File: src/rtl/bcd_pkg.sv
// Shared definitions for the serial packed-BCD adder: digit width, BCD
// limits, the controller state encoding and a digit-validity helper.
package bcd_pkg;

  localparam int unsigned    DIGIT_W  = 4;
  localparam logic [3:0]     BCD_MAX  = 4'd9;
  localparam logic [4:0]     BCD_CORR = 5'd6;

  typedef enum logic [1:0] {
    IDLE,
    RUN,
    DONE
  } bcd_ctrl_state_t;

  function automatic logic is_bcd(input logic [DIGIT_W-1:0] d);
    return d <= BCD_MAX;
  endfunction

endpackage

File: src/rtl/bcd_serial_add_ctrl_if.sv
// Handshake/operand bundle for bcd_serial_add_ctrl.
//   start, a, b, cin : request and operands (master -> slave)
//   busy, done       : status (slave -> master)
//   sum, cout, err   : registered result and non-BCD flag (slave -> master)
interface bcd_serial_add_ctrl_if
  import bcd_pkg::*;
#(
  parameter int unsigned DIGITS = 4
);

  logic                      start;
  logic [DIGIT_W*DIGITS-1:0] a;
  logic [DIGIT_W*DIGITS-1:0] b;
  logic                      cin;
  logic                      busy;
  logic                      done;
  logic [DIGIT_W*DIGITS-1:0] sum;
  logic                      cout;
  logic                      err;

  modport master (
    output start, a, b, cin,
    input  busy, done, sum, cout, err
  );

  modport slave (
    input  start, a, b, cin,
    output busy, done, sum, cout, err
  );

endinterface

File: src/rtl/bcd_digit_adder.sv
// Combinational single-digit BCD adder.
//   a, b : input digits (non-BCD values allowed, 5-bit wrap applies)
//   cin  : carry in
//   c    : result digit
//   cout : carry out
module bcd_digit_adder
  import bcd_pkg::*;
(
  input  logic [DIGIT_W-1:0] a,
  input  logic [DIGIT_W-1:0] b,
  input  logic               cin,
  output logic [DIGIT_W-1:0] c,
  output logic               cout
);

  logic [DIGIT_W:0] s;
  logic [DIGIT_W:0] r;

  always_comb begin
    s = {1'b0, a} + {1'b0, b} + {{DIGIT_W{1'b0}}, cin};
    // Correction wraps in 5 bits, so 15+15+1 gives digit 5, carry 0.
    r = (s > {1'b0, BCD_MAX}) ? s + BCD_CORR : s;
  end

  assign {cout, c} = r;

endmodule

File: src/rtl/bcd_serial_add_ctrl.sv
// Multi-digit packed-BCD adder that reuses one digit adder over DIGITS
// cycles, least-significant digit first, with a registered carry.
//   clk, rst_n : clock, asynchronous active-low reset
//   bus        : slave side of bcd_serial_add_ctrl_if (start/operands in,
//                busy/done/sum/cout/err out, all outputs registered)
module bcd_serial_add_ctrl
  import bcd_pkg::*;
#(
  parameter int unsigned DIGITS = 4
)(
  input  logic                  clk,
  input  logic                  rst_n,
  bcd_serial_add_ctrl_if.slave  bus
);

  localparam int unsigned        W        = DIGIT_W * DIGITS;
  localparam int unsigned        IDX_W    = $clog2(DIGITS);
  localparam logic [IDX_W-1:0]   LAST_IDX = IDX_W'(DIGITS - 1);

  bcd_ctrl_state_t    state;
  logic [W-1:0]       a_q;
  logic [W-1:0]       b_q;
  logic [W-1:0]       sum_q;
  logic [IDX_W-1:0]   idx;
  logic               carry;
  logic               busy_q;
  logic               done_q;
  logic               cout_q;
  logic               err_q;

  logic [DIGIT_W-1:0] a_d;
  logic [DIGIT_W-1:0] b_d;
  logic [DIGIT_W-1:0] s_d;
  logic               c_d;
  logic               err_in;

  always_comb begin
    a_d = a_q[idx*DIGIT_W +: DIGIT_W];
    b_d = b_q[idx*DIGIT_W +: DIGIT_W];
  end

  // Evaluated on the live inputs; only consumed on the capture edge, so it
  // equals the flag of the latched copies.
  always_comb begin
    err_in = 1'b0;
    for (int unsigned i = 0; i < DIGITS; i++) begin
      if (!is_bcd(bus.a[i*DIGIT_W +: DIGIT_W]) || !is_bcd(bus.b[i*DIGIT_W +: DIGIT_W]))
        err_in = 1'b1;
    end
  end

  bcd_digit_adder u_adder (
    .a    (a_d),
    .b    (b_d),
    .cin  (carry),
    .c    (s_d),
    .cout (c_d)
  );

  always_ff @(posedge clk or negedge rst_n) begin
    if (!rst_n) begin
      state  <= IDLE;
      a_q    <= '0;
      b_q    <= '0;
      sum_q  <= '0;
      idx    <= '0;
      carry  <= 1'b0;
      busy_q <= 1'b0;
      done_q <= 1'b0;
      cout_q <= 1'b0;
      err_q  <= 1'b0;
    end else begin
      case (state)
        IDLE: begin
          if (bus.start) begin
            a_q    <= bus.a;
            b_q    <= bus.b;
            carry  <= bus.cin;
            idx    <= '0;
            sum_q  <= '0;
            cout_q <= 1'b0;
            err_q  <= err_in;
            busy_q <= 1'b1;
            state  <= RUN;
          end
        end
        RUN: begin
          sum_q[idx*DIGIT_W +: DIGIT_W] <= s_d;
          carry <= c_d;
          if (idx == LAST_IDX) begin
            idx    <= '0;
            cout_q <= c_d;
            done_q <= 1'b1;
            state  <= DONE;
          end else begin
            idx <= idx + 1'b1;
          end
        end
        DONE: begin
          done_q <= 1'b0;
          busy_q <= 1'b0;
          state  <= IDLE;
        end
        default: state <= IDLE;
      endcase
    end
  end

  assign bus.busy = busy_q;
  assign bus.done = done_q;
  assign bus.sum  = sum_q;
  assign bus.cout = cout_q;
  assign bus.err  = err_q;

endmodule

File: src/flat_wrapper.sv
// flat-port wrapper written by rule: the top's interface ports become plain ports
module bcd_serial_add_ctrl_flat import bcd_pkg::*;
#(
  parameter int unsigned DIGITS = 4
)
  (clk, rst_n, bus_start, bus_a, bus_b, bus_cin, bus_busy, bus_done, bus_sum, bus_cout, bus_err);
  bcd_serial_add_ctrl_if #(.DIGITS(DIGITS)) bus_i ();
  input  logic clk;
  input  logic rst_n;
  input wire logic [$bits(bus_i.start)-1:0] bus_start;
  input wire logic [$bits(bus_i.a)-1:0] bus_a;
  input wire logic [$bits(bus_i.b)-1:0] bus_b;
  input wire logic [$bits(bus_i.cin)-1:0] bus_cin;
  output wire logic [$bits(bus_i.busy)-1:0] bus_busy;
  output wire logic [$bits(bus_i.done)-1:0] bus_done;
  output wire logic [$bits(bus_i.sum)-1:0] bus_sum;
  output wire logic [$bits(bus_i.cout)-1:0] bus_cout;
  output wire logic [$bits(bus_i.err)-1:0] bus_err;
  assign bus_i.start = bus_start;
  assign bus_i.a = bus_a;
  assign bus_i.b = bus_b;
  assign bus_i.cin = bus_cin;
  assign bus_busy = bus_i.busy;
  assign bus_done = bus_i.done;
  assign bus_sum = bus_i.sum;
  assign bus_cout = bus_i.cout;
  assign bus_err = bus_i.err;
  bcd_serial_add_ctrl #(.DIGITS(DIGITS)) u_core (.clk(clk), .rst_n(rst_n), .bus(bus_i));
endmodule
File: config.mk
export PLATFORM = sky130hd
export DESIGN_NAME = bcd_serial_add_ctrl_flat
export DESIGN_NICKNAME = d
export VERILOG_FILES = /design/src/rtl/bcd_pkg.sv /design/src/rtl/bcd_serial_add_ctrl_if.sv /design/src/rtl/bcd_digit_adder.sv /design/src/rtl/bcd_serial_add_ctrl.sv /design/src/flat_wrapper.sv
export SDC_FILE = /design/constraint.sdc
export NUM_CORES = 1
export LEC_CHECK = 0
export CAP_MARGIN = 20
export CELL_PAD_IN_SITES_DETAIL_PLACEMENT = 0
export CELL_PAD_IN_SITES_GLOBAL_PLACEMENT = 1
export CORE_ASPECT_RATIO = 1.1
export CORE_MARGIN = 2
export CORE_UTILIZATION = 40
export DETAILED_ROUTE_END_ITERATION = 6
export PLACE_DENSITY_LB_ADDON = 0.1
export SETUP_SLACK_MARGIN = 0.15
export SLEW_MARGIN = 20
export SYNTH_ARGS = -nofsm -noshare
export SYNTH_HDL_FRONTEND = slang
export SYNTH_HIERARCHICAL = 1
export SYNTH_SLANG_ARGS = --single-unit
File: constraint.sdc
create_clock -name clk -period 4.6 [get_ports clk]
set_clock_uncertainty 0.15 [all_clocks]
set_input_delay 0.69 -clock clk [delete_from_list [all_inputs] [get_ports clk]]
set_output_delay 0.69 -clock clk [all_outputs]
set_load 0.01 [all_outputs]
Word-level counts from Yosys, hierarchy flattened
Cells that the tools add are included.
{"block": "word_totals", "output_inout_bits": 20, "input_bits": 36, "ff_bits": 57}
{"block": "op_classes", "muxes": 23, "magnitude_cmp": 9, "n_reduce_logical": 22, "addsub": 5, "eq_ne": 5, "shifts": 4}
{"cell": "4-bit negation with 34-bit output", "count": 1}
{"cell": "4-bit by 34-bit variable shift with 16-bit output (first input constant)", "count": 1}
{"cell": "4-bit by 34-bit variable part select with 16-bit output", "count": 1}
{"cell": "4-bit less-or-equal comparator (second input constant)", "count": 8}
{"cell": "16-bit one-hot mux with 2 select lines", "count": 1}
{"cell": "16-bit by 5-bit variable part select with 4-bit output", "count": 2}
{"cell": "16-bit bitwise mux", "count": 1}
{"cell": "16-bit 2-to-1 mux", "count": 1}
{"cell": "2-bit AND reduction", "count": 5}
{"cell": "1-bit 2-to-1 mux", "count": 9}
{"cell": "1-bit zero test", "count": 8}
{"cell": "2-bit 2-to-1 mux", "count": 4}
{"cell": "1-bit one-hot mux with 2 select lines", "count": 4}
{"cell": "2-bit one-hot mux with 2 select lines", "count": 2}
{"cell": "2-bit nonzero test", "count": 3}
{"cell": "4-bit by 4-bit adder with 5-bit output", "count": 1}
{"cell": "5-bit by 1-bit adder with 5-bit output", "count": 1}
{"cell": "5-bit by 3-bit adder with 5-bit output (second input constant)", "count": 1}
{"cell": "5-bit by 4-bit greater-than comparator with 1-bit output (second input constant)", "count": 1}
{"cell": "5-bit 2-to-1 mux", "count": 1}
{"cell": "2-bit equality test (second input constant)", "count": 2}
{"cell": "1-bit logical OR", "count": 4}
{"cell": "3-bit AND reduction", "count": 1}
{"cell": "2-bit by 1-bit adder with 2-bit output (second input constant)", "count": 1}
{"cell": "other kinds (4)", "count": 4}

Logic depth before layout (Yosys ltp)
{"block": "depth", "word_depth": 8, "mapped_depth": 12, "ltp_nobuf": 11}

Modules after synthesis
The synthesis kept the hierarchy.
{"module": "bcd_serial_add_ctrl", "seq_area_each_um2": 1426.4, "cells_each": 178, "area_per_inst_um2": 2578.7, "instances": 1}
{"module": "bcd_digit_adder", "seq_area_each_um2": 0.0, "cells_each": 26, "area_per_inst_um2": 249.0, "instances": 1}

Worst setup path before layout
Ideal clock, no wire load.
{"block": "synth_path", "path_type": "reg2reg", "from": "register u_core.idx[0]", "to": "register u_core.sum_q[11], in the netlist u_core/bus.sum[11]", "path_buffers": 1, "synth_period_minus_slack_ps": 3621, "slack_ps": 979, "stages_incl_launch_ff": 12, "arrival_ps": 3350, "t_required_ps": 4329, "setup_ps": 121, "path_cell_list": "dfrtp_1 > clkbuf_2 > mux4_2 > fa_1 > fa_1 > xnor2_1 > ha_1 > nor2b_1 > a31o_2 > a2111oi_2 > nor2b_1 > a22o_1"}
{"block": "synth_between", "elab_chain_cells": 8, "word_cells_on_any_way": 12, "cone_classes": "add/sub: 4; order compare: 1; shift: 4; mux: 3"}
{"item": "start: declaration", "line_no": "bcd_serial_add_ctrl.sv:24", "source": "logic [IDX_W-1:0] idx;"}
{"item": "start signal: assignment", "line_no": "bcd_serial_add_ctrl.sv:96", "source": "idx <= idx + 1'b1;"}
{"item": "16-bit by 5-bit variable part select with 4-bit output *", "line_no": "bcd_serial_add_ctrl.sv:38", "source": "a_d = a_q[idx*DIGIT_W +: DIGIT_W];"}
{"item": "net u_core.a_d[0]", "line_no": "bcd_serial_add_ctrl.sv:31", "source": "logic [DIGIT_W-1:0] a_d;"}
{"item": "4-bit by 4-bit adder with 5-bit output *", "line_no": "bcd_digit_adder.sv:20", "source": "s = {1'b0, a} + {1'b0, b} + {{DIGIT_W{1'b0}}, cin};"}
{"item": "5-bit by 1-bit adder with 5-bit output *", "line_no": "bcd_digit_adder.sv:20"}
{"item": "5-bit by 3-bit adder with 5-bit output or 5-bit by 4-bit greater-than comparator with 1-bit output (tied branches)", "line_no": "bcd_digit_adder.sv:22", "source": "r = (s > {1'b0, BCD_MAX}) ? s + BCD_CORR : s;"}
{"item": "5-bit 2-to-1 mux *", "line_no": "bcd_digit_adder.sv:22"}
{"item": "net u_core.s_d[3]", "line_no": "bcd_serial_add_ctrl.sv:33", "source": "logic [DIGIT_W-1:0] s_d;"}
{"item": "4-bit by 34-bit variable part select with 16-bit output *", "line_no": "bcd_serial_add_ctrl.sv:88", "source": "sum_q[idx*DIGIT_W +: DIGIT_W] <= s_d;"}
{"item": "16-bit bitwise mux *", "line_no": "bcd_serial_add_ctrl.sv:88"}
{"item": "16-bit one-hot mux with 2 select lines *", "line_no": "bcd_serial_add_ctrl.sv:73", "source": "case (state)"}
{"item": "end signal: assignment", "line_no": "bcd_serial_add_ctrl.sv:65", "source": "sum_q <= '0;"}
{"item": "end signal: assignment", "line_no": "bcd_serial_add_ctrl.sv:80", "source": "sum_q <= '0;"}
{"item": "end signal: indexed assignment", "line_no": "bcd_serial_add_ctrl.sv:88"}
{"item": "end: declaration", "line_no": "bcd_serial_add_ctrl.sv:23", "source": "logic [W-1:0] sum_q;"}
The timed path passes the listed nets; every way through them passes the cells marked *.
A chain may end at the register's enable or synchronous reset.

Worst setup path in the final report
{"block": "layout_path", "from": "register u_core.idx[1]", "to": "register u_core.sum_q[10], in the netlist u_core/bus.sum[10]"}
The elaborated chain is that of the path after synthesis.

==> results.yml <==
cells_and_area:
  nNetsFinal: 312
  n_antenna_cell: 0
  syn_to_final_growth_pct: 27.70
  drive_gt1_share_pct: 23.70
sta:
  rsz0062_at_grt: "no"
  tns_ns: 0
  worst_pin_slew_ns: 0.7106
  slew_headroom_pct: 52.63
  hold_violations: 0
  period_needed_ns: 3.875
  fin_crit_sh_pct: 84.24
  slew_violations: 0
  setup_viol: 0
  fmax_mhz: 258.1
synthesis:
  synth_flop_cell: "dfrtp_1"
  synth-seq-cells: 57
  seq_area_frac_synth_pct: 50.44
  synth_cells: 204
  syn_nets: 251
  syn_area_um2: 2828
  yosysMostFrequentCell: "dfrtp_1"
  ys_warn_count: 6
  synth_mux_area_share_pct: 19.82
  synth_top_area_share_pct: 50.44
  async_flop_share_pct: 100.0
  avgSynthCellArea_um2: 13.86
  synth_cell_type_count: 43
  synth_edf_count: 0
  synthXorXnorAreaFrac_pct: 0.6195
  synth_compound_area_share_pct: 13.54
  synth_top_family_by_area: "multiplexers"
  synth-simple-area-share_pct: 6.903
  synth_fa_ha_area_share_pct: 5.398
  yosysTopAreaCell: "dfrtp_1"
  yosys-top-cells-area: "dfrtp_1 50%, mux2_2 12%, mux4_2 6.4%, a22o_1 5.0%, ha_1 4.0%"
  synthTopCellsByCount: "57 x dfrtp_1, 30 x mux2_2, 16 x a22o_1, 9 x ha_1"
setup_path:
  crit_family: "adder cells"
  cp_num_buf_inv: 0
  cpMostUsedCell: "fa_1"
  start_kind: "flop"
  crit_required_ns: 4.73
  crit_chain: "mux4_2 > fa_1 > fa_1 > xnor2_1 > ha_1 > nor2b_1 > a31o_2 > o31ai_4 > mux2i_1 > a22o_1"
  crit_fanout: 12
  critical_path_class: "flop to flop"
  slowest_delay_ns: 0.62
  cp_data_arrival_time_ns: 4.00
  cp-end-kind: "flop"
  cpMaxStageDelayCell: "dfrtp_1"
worst_hold_path:
  hold_class: "primary input to async pin"
job:
  cap_viol_max_count: 0
global_routing:
  grt_pass1_wl_um: 9977
  grt_overflow: 0
  grt_antenna_before_repair: 0
  grt_max_degree: 58
  first_global_vias: 1961
  grt_usage_pct: 16.92
floorplan:
  coreArea_um2: 6927
  die_x_um: 84.17
  die_area_um2: 7759
  rows: 32
  ios: 56
  die_h_um: 92.19
  initial_utilization_pct: 40.82
routing:
  postRouteAntennaNets: 0
  drt_wl_total_um: 5881
  wl_per_cell_um: 16.57
  drcViolationCount: 0
  firstDrtPassIters: 4
  vias: 1891
  viasPerCell: 5.327
  drtIter0Drc: 102
clock_network:
  root_buffer: "clkbuf_8"
  clock-sinks: 57
  cts_hold_buffers: 0
  cts_resized: 0
  clockBufferDepth: 2
  post_cts_buffers: 0
  cts_tree: "built"
  cts_buffers: 9
  worst_setup_hold_path_clk_slew_ns: 0.07
  clock_latency_ns: 0.34
  htree_levels: 3
placement:
  io_buffers: 55
  gp_congestion: 0.7229
  dp_hpwl_um: 4379
run_status:
  status: "finished clean"
routing by layer:
metal / up-vias / track usage [%] / part of all wire [%]
li1: 891 / - / -
met1: 947 / 20.14 / 42
met2: 42 / 29.03 / 52
met3: 11 / 3.600 / 3.6
met4: 0 / 8.065 / 2.2
met5: - / 0 / 0
sequential cells by signal, indices dropped and copies added (netlist names):
register	flops
u_core/a_q	16
u_core/b_q	16
u_core/bus.sum	16
u_core/idx	2
u_core/state	2
u_core/bus.busy	1
u_core/bus.cout	1
u_core/bus.done	1
u_core/bus.err	1
u_core/carry	1
final cells by class:
class	instances	area [um2]
clock buffer	9	123.9
clock inverter	7	47.55
fill	629	3316
inverter	8	30.03
multi-input combinational	131	1309
sequential	57	1426
tap	85	106.4
timing repair buffer	58	568.0
cell usage in the layout (no fill, tap or decap), types with 2 or more instances in the layout:
cell / instances
dfrtp_1: 57
clkdlybuf4s50_1: 54
mux2_2: 30
a22o_1: 16
clkbuf_8: 9
ha_1: 9
inv_1: 8
mux4_2: 8
o21ai_0: 8
a21o_1: 6
a21oi_1: 6
clkinvlp_4: 5
nand2_1: 5
and4_1: 5
nand2b_1: 4
o22ai_1: 3
buf_4: 3
clkinv_2: 2
mux2_1: 2
nor2_1: 2
xnor2_1: 2
nor2b_1: 2
mux2i_1: 2
fa_1: 2
worst paths after layout:
| kind | startpoint | endpoint | slack [ns] | cells after the start |
|---|---|---|---|---|
| worst max-delay path | u_core/idx[1] | u_core/bus.sum[10] | 0.73 | 10 |
| worst min-delay path | rst_n | u_core/state[0] | 0.34 | 2 |
| worst max register to register | u_core/idx[1] | u_core/bus.sum[10] | 0.73 | 10 |
| worst min register to register | u_core/bus.cout | u_core/bus.cout | 0.34 | 1 |
| max in group asynchronous | rst_n | u_core/b_q[7] | 3.50 | 2 |
| min in group clk | u_core/bus.cout | u_core/bus.cout | 0.34 | 1 |
worst register-to-register path, cell delays in order, from the launching register on:
cell	delay, ns
dfrtp_1	0.62
mux4_2	0.40
fa_1	0.47
fa_1	0.42
xnor2_1	0.20
ha_1	0.26
nor2b_1	0.14
a31o_2	0.26
o31ai_4	0.22
mux2i_1	0.47
a22o_1	0.20
logic make-up after synthesis:
family | after synthesis
DFF | 57
adders and majority gates | 11
buffers and inverters | 16
muxes | 42
and+or+nand+nor | 26
xor gates and xnor gates | 2
AOI/OAI and AO/OA | 50
per-stage QoR:
step	cell area (um2)	utilization [%]	hold WS [ns]	setup WS (ns)	instances
after floorplan	2828	-	0.2444	0.9786	204
after global placement	3440	49.66	0.3288	0.8112	339
after detailed placement	3440	49.66	0.3271	0.7408	339
after CTS	3611	52.13	0.3424	0.7206	355
after global routing	3611	52.13	0.3581	0.5605	355
final	3611	52.13	0.3367	0.7251	355
Power is not shown: default switching activity piles up to over one toggle a cycle in this logic, so the estimate is an artifact.
